File: config.mk
export PLATFORM = sky130hd
export DESIGN_NAME = bin_to_bcd_seq
export DESIGN_NICKNAME = d
export VERILOG_FILES = /design/src/rtl/bin_to_bcd_seq_pkg.sv /design/src/rtl/bin_to_bcd_seq_bcd_digit_adjust.sv /design/src/rtl/bin_to_bcd_seq.sv
export SDC_FILE = /design/constraint.sdc
export NUM_CORES = 1
export LEC_CHECK = 0
export CAP_MARGIN = 10
export CORE_UTILIZATION = 45
export DETAILED_ROUTE_END_ITERATION = 8
export PLACE_DENSITY = 0.66
export SETUP_SLACK_MARGIN = 0.02
export SLEW_MARGIN = 15
export SYNTH_ARGS = -nofsm -noshare
export SYNTH_HDL_FRONTEND = slang
export SYNTH_SLANG_ARGS = --single-unit
File: constraint.sdc
create_clock -name clk -period 5.65 [get_ports clk]
set_clock_uncertainty 0.15 [all_clocks]
set_input_delay 0.565 -clock clk [delete_from_list [all_inputs] [get_ports clk]]
set_output_delay 0.565 -clock clk [all_outputs]
set_load 0.1 [all_outputs]
File: src/rtl/bin_to_bcd_seq_pkg.sv
// Shared constants and FSM encoding for the sequential binary-to-BCD converter.
package bin_to_bcd_seq_pkg;

  localparam int         BCD_DIGIT_W   = 4;
  localparam logic [3:0] ADJ_THRESHOLD = 4'd5;
  localparam logic [3:0] ADJ_ADD       = 4'd3;

  typedef enum logic [0:0] {
    IDLE  = 1'b0,
    SHIFT = 1'b1
  } state_t;

endpackage

File: src/rtl/bin_to_bcd_seq_bcd_digit_adjust.sv
// Double-dabble digit correction: a BCD digit of 5 or more gets 3 added before the shift.
module bcd_digit_adjust
  import bin_to_bcd_seq_pkg::*;
(
  input  logic [BCD_DIGIT_W-1:0] din,
  output logic [BCD_DIGIT_W-1:0] dout
);

  // Add-3 correction, wrapping in 4 bits.
  always_comb begin
    dout = din;
    if (din >= ADJ_THRESHOLD) begin
      dout = din + ADJ_ADD;
    end else begin
      dout = din;
    end
  end

endmodule

File: src/rtl/bin_to_bcd_seq.sv
// Sequential shift-and-add-3 binary-to-BCD converter, one input bit per clock,
// with a start/busy/done handshake and registered, held result digits.
module bin_to_bcd_seq
  import bin_to_bcd_seq_pkg::*;
#(
  parameter int WIDTH  = 16,
  parameter int DIGITS = 5
) (
  input  logic                          clk,
  input  logic                          rst_n,
  input  logic                          start,
  input  logic [WIDTH-1:0]              bin,
  output logic                          busy,
  output logic                          done,
  output logic [BCD_DIGIT_W*DIGITS-1:0] bcd,
  output logic                          overflow
);

  localparam int                CNT_W    = $clog2(WIDTH + 1);
  localparam int                BCD_W    = BCD_DIGIT_W * DIGITS;
  localparam int                SR_W     = BCD_W + WIDTH;
  localparam logic [CNT_W-1:0]  LAST_CNT = CNT_W'(WIDTH - 1);

  state_t             state_r;
  state_t             state_nxt_s;
  logic [WIDTH-1:0]   bin_r;
  logic [BCD_W-1:0]   scratch_r;
  logic               ovf_r;
  logic [CNT_W-1:0]   cnt_r;
  logic [BCD_W-1:0]   bcd_r;
  logic               overflow_r;
  logic               done_r;
  logic               busy_r;

  logic [BCD_W-1:0]   adj_s;
  logic [SR_W-1:0]    sr_s;
  logic [SR_W-1:0]    sr_shift_s;
  logic [BCD_W-1:0]   scratch_nxt_s;
  logic [WIDTH-1:0]   bin_nxt_s;
  logic               ovf_nxt_s;
  logic               last_bit_s;
  logic               accept_s;
  logic               complete_s;

  genvar gi;
  generate
    for (gi = 0; gi < DIGITS; gi++) begin : g_adj
      bcd_digit_adjust u_adj (
        .din  (scratch_r[gi*BCD_DIGIT_W +: BCD_DIGIT_W]),
        .dout (adj_s[gi*BCD_DIGIT_W +: BCD_DIGIT_W])
      );
    end
  endgenerate

  // Adjusted scratch and binary form one register shifted left as a whole.
  assign sr_s          = {adj_s, bin_r};
  assign sr_shift_s    = {sr_s[SR_W-2:0], 1'b0};
  assign scratch_nxt_s = sr_shift_s[SR_W-1 -: BCD_W];
  assign bin_nxt_s     = sr_shift_s[WIDTH-1:0];
  assign ovf_nxt_s     = ovf_r | sr_s[SR_W-1];

  assign last_bit_s = (cnt_r == LAST_CNT);
  assign accept_s   = (state_r == IDLE) && start;
  assign complete_s = (state_r == SHIFT) && last_bit_s;

  // Next-state logic.
  always_comb begin
    state_nxt_s = state_r;
    case (state_r)
      IDLE: begin
        if (start) begin
          state_nxt_s = SHIFT;
        end else begin
          state_nxt_s = IDLE;
        end
      end
      SHIFT: begin
        if (last_bit_s) begin
          state_nxt_s = IDLE;
        end else begin
          state_nxt_s = SHIFT;
        end
      end
      default: state_nxt_s = IDLE;
    endcase
  end

  // State register.
  always_ff @(posedge clk or negedge rst_n) begin
    if (!rst_n) begin
      state_r <= IDLE;
    end else begin
      state_r <= state_nxt_s;
    end
  end

  // Conversion datapath: capture on accept, adjust-and-shift while in SHIFT.
  always_ff @(posedge clk or negedge rst_n) begin
    if (!rst_n) begin
      bin_r     <= '0;
      scratch_r <= '0;
      ovf_r     <= 1'b0;
      cnt_r     <= '0;
    end else begin
      case (state_r)
        IDLE: begin
          if (start) begin
            bin_r     <= bin;
            scratch_r <= '0;
            ovf_r     <= 1'b0;
            cnt_r     <= '0;
          end
        end
        SHIFT: begin
          bin_r     <= bin_nxt_s;
          scratch_r <= scratch_nxt_s;
          ovf_r     <= ovf_nxt_s;
          cnt_r     <= cnt_r + CNT_W'(1);
        end
        default: begin
          cnt_r <= '0;
        end
      endcase
    end
  end

  // Handshake and result registers; results only move on completion.
  always_ff @(posedge clk or negedge rst_n) begin
    if (!rst_n) begin
      busy_r     <= 1'b0;
      done_r     <= 1'b0;
      bcd_r      <= '0;
      overflow_r <= 1'b0;
    end else begin
      busy_r <= accept_s || ((state_r == SHIFT) && !last_bit_s);
      done_r <= complete_s;
      if (complete_s) begin
        bcd_r      <= scratch_nxt_s;
        overflow_r <= ovf_nxt_s;
      end
    end
  end

  assign busy     = busy_r;
  assign done     = done_r;
  assign bcd      = bcd_r;
  assign overflow = overflow_r;

endmodule

==> flow_summary.toml <==
[drt]
drt-total-wl_um = 7390
firstDrtPassIters = 4
drc = 0
vias_per_cell = 5.68
vias = 2816
ant_nets = 0
wl_per_cell_um = 14.9
drtIter0Drc = 155

[synth]
synthCells = 366
yosysSeqAreaShare = 0.471
synth_cell_type_count = 41
syn_area_per_cell_um2 = 9.44
synth-seq-cells = 65
ys_warn_count = 0
netlist_area_mm2 = 0.00345
synth_nets = 397

[worst_setup_path]
path_cells = "clkdlybuf4s50_1"
crit_path_start_kind = "flip-flop"
critPathMaxStageDelay_ns = 1.29
cp_max_fo = 66
ff2ff_setup_slack_ns = 2.58
cp.required_ns = 4.93
crit_type = "reg -> out"
crit_buf_inv = 1
worstSetupPathDepth = 1
crit_path_end_kind = "primary output"
arrival_ns = 2.65
r2r_cells = 4
crit_family = "buffers and inverters"
crit_slowest_cell = "clkdlybuf4s50_1"

[sta]
period_needed_ns = 3.37
slew_headroom = 0.246
final_hold_viol_count = 0
rsz0062_at_grt = "false"
setup-tns-final_ns = 0
worst_pin_slew_ns = 1.13
setup_violations = 0
fin_crit_sh = 0.596
slew_violations = 0
max_freq_mhz = 297

[floorplan]
fp-row-count = 31
dieArea_mm2 = 0.00803
die_height_um = 89.6
start_util = 0.471
core_area_mm2 = 0.00733
boundaryPins = 42
fp.dieW_um = 89.6

[placed_design]
dp_hpwl_um = 4660
gp_congestion = 0.812
io_buffers = 41
dpl-instance-area_mm2 = 0.00386

[clocking]
post_cts_resized = 0
numClockSinks = 65
numCtsBuffers = 9
insertion_delay_ns = 0.33
cts_setup_buffers = 0
cts_tree = "done"
cts_hold_buf = 0
clk_pin_slew_worst_paths_ns = 0.07
cts_root_buffer = "clkbuf_8"
cts_buffer_depth = 2
htree_levels = 3

[cells_and_area]
drive_gt1_frac = 0.0479
fillers = 676
layout_commonest_cell = "dfrtp_1"
num_antenna_cells = 0
mostFrequentLayoutCells = "dfrtp_1 (64), nand2_1 (55), clkdlybuf4s50_1 (40)"
syn_to_final_growth_pct = 16.3
fin_area_mm2 = 0.00402
ff_latch_area_mm2 = 0.00163
layout.nets = 423
multi_input_area_mm2 = 0.00162

[global_routing]
grt_antenna_before_repair = 0
grt_pass1_wl_um = 12700
gr-usage-all-layers = 0.209
grt_pass1_vias = 2676
gr-total-overflow = 0
grt_start_max_net_pins = 67

[status]
status = "completed"

[worst_hold_path]
min_path_type = "in -> async"

[flow_run]
cap_viol_max_count = 0
==> stage by stage <==
stage / setup WS [ns] / utilization / hold slack (ns) / std cells
4_1_cts: 2.26 / 0.548 / 0.295 / 496
3_5_place_dp: 2.56 / 0.527 / 0.317 / 480
5_1_grt: 2.15 / 0.548 / 0.353 / 496
3_3_place_gp: 2.64 / 0.527 / 0.313 / 480
6_report: 2.28 / 0.548 / 0.264 / 496
2_1_floorplan: 3.52 / - / 0.119 / 366
==> final cells by class <==
| type | instances | area share |
|---|---|---|
| flip-flops and latches | 65 | 0.405 |
| multi-input cells | 254 | 0.403 |
| repair buffers | 43 | 0.105 |
| clock buffers | 12 | 0.0336 |
| well taps | 99 | 0.0308 |
| inverters | 19 | 0.0178 |
| clock inverters | 4 | 0.00498 |
==> sequential cells by signal (all words and copies together) (netlist names) <==
register   cells
bcd           20
scratch_r     20
bin_r         16
cnt_r          5
busy           1
done           1
overflow       1
ovf_r          1
==> logic make-up (layout without fill, tap and decap cells) <==
logic type | after synthesis | after routing | share of synthesized area
DFF | 65 | 65 | 0.471
xor gates and xnor gates | 2 | 2 | 0.00507
adders and majority gates | 12 | 12 | 0.0435
buffers and inverters | 47 | 78 | 0.0605
and+or+nand+nor | 128 | 128 | 0.179
muxes | 18 | 18 | 0.0522
AOI/OAI and AO/OA | 94 | 94 | 0.189
==> synthesized netlist by cell type, drive strengths merged <==
cell type | count | area share
a2111o | 8 | 0.026
a211oi | 4 | 0.0087
a21boi | 3 | 0.0065
a21oi | 7 | 0.010
a2bb2oi | 1 | 0.0025
a311o | 4 | 0.012
a31o | 1 | 0.0025
a31oi | 6 | 0.011
a32oi | 3 | 0.0076
a41oi | 1 | 0.0025
and3 | 1 | 0.0018
buf | 17 | 0.028
clkbuf | 11 | 0.012
dfrtp | 65 | 0.47
ha | 12 | 0.043
inv | 19 | 0.021
mux2i | 18 | 0.052
nand2 | 56 | 0.062
nand2b | 6 | 0.011
nand3 | 23 | 0.033
nand4 | 5 | 0.0091
nor2 | 9 | 0.0098
nor2b | 10 | 0.018
nor3 | 4 | 0.0058
nor3b | 5 | 0.011
nor4 | 4 | 0.0072
o2111ai | 3 | 0.0076
o211ai | 2 | 0.0043
o21ai | 31 | 0.045
o22ai | 7 | 0.013
o311ai | 3 | 0.0076
o31ai | 9 | 0.020
o32a | 1 | 0.0029
or3 | 1 | 0.0018
or4 | 4 | 0.0087
xnor2 | 1 | 0.0025
xor2 | 1 | 0.0025
==> metal layers <==
metal	vias up	global-route usage	routed length, um
li1	1386	-	-
met1	1359	0.279	3480
met2	61	0.337	3490
met3	10	0.0411	327
met4	0	0.0837	94
met5	-	0	0
==> final timing paths <==
check,start,endpoint
min,rst_n,done$_DFF_PN0_
max reg2reg,busy$_DFF_PN0_,bcd[17]$_DFFE_PN0P_
min reg2reg,bcd[12]$_DFFE_PN0P_,bcd[12]$_DFFE_PN0P_
max in group asynchronous,rst_n,busy$_DFF_PN0_
max,busy$_DFF_PN0_,busy
min in group clk,bcd[12]$_DFFE_PN0P_,bcd[12]$_DFFE_PN0P_
Power is left out: the tool's default activity adds up to more than one toggle a clock period on the data nets, which glitch-free logic cannot reach.
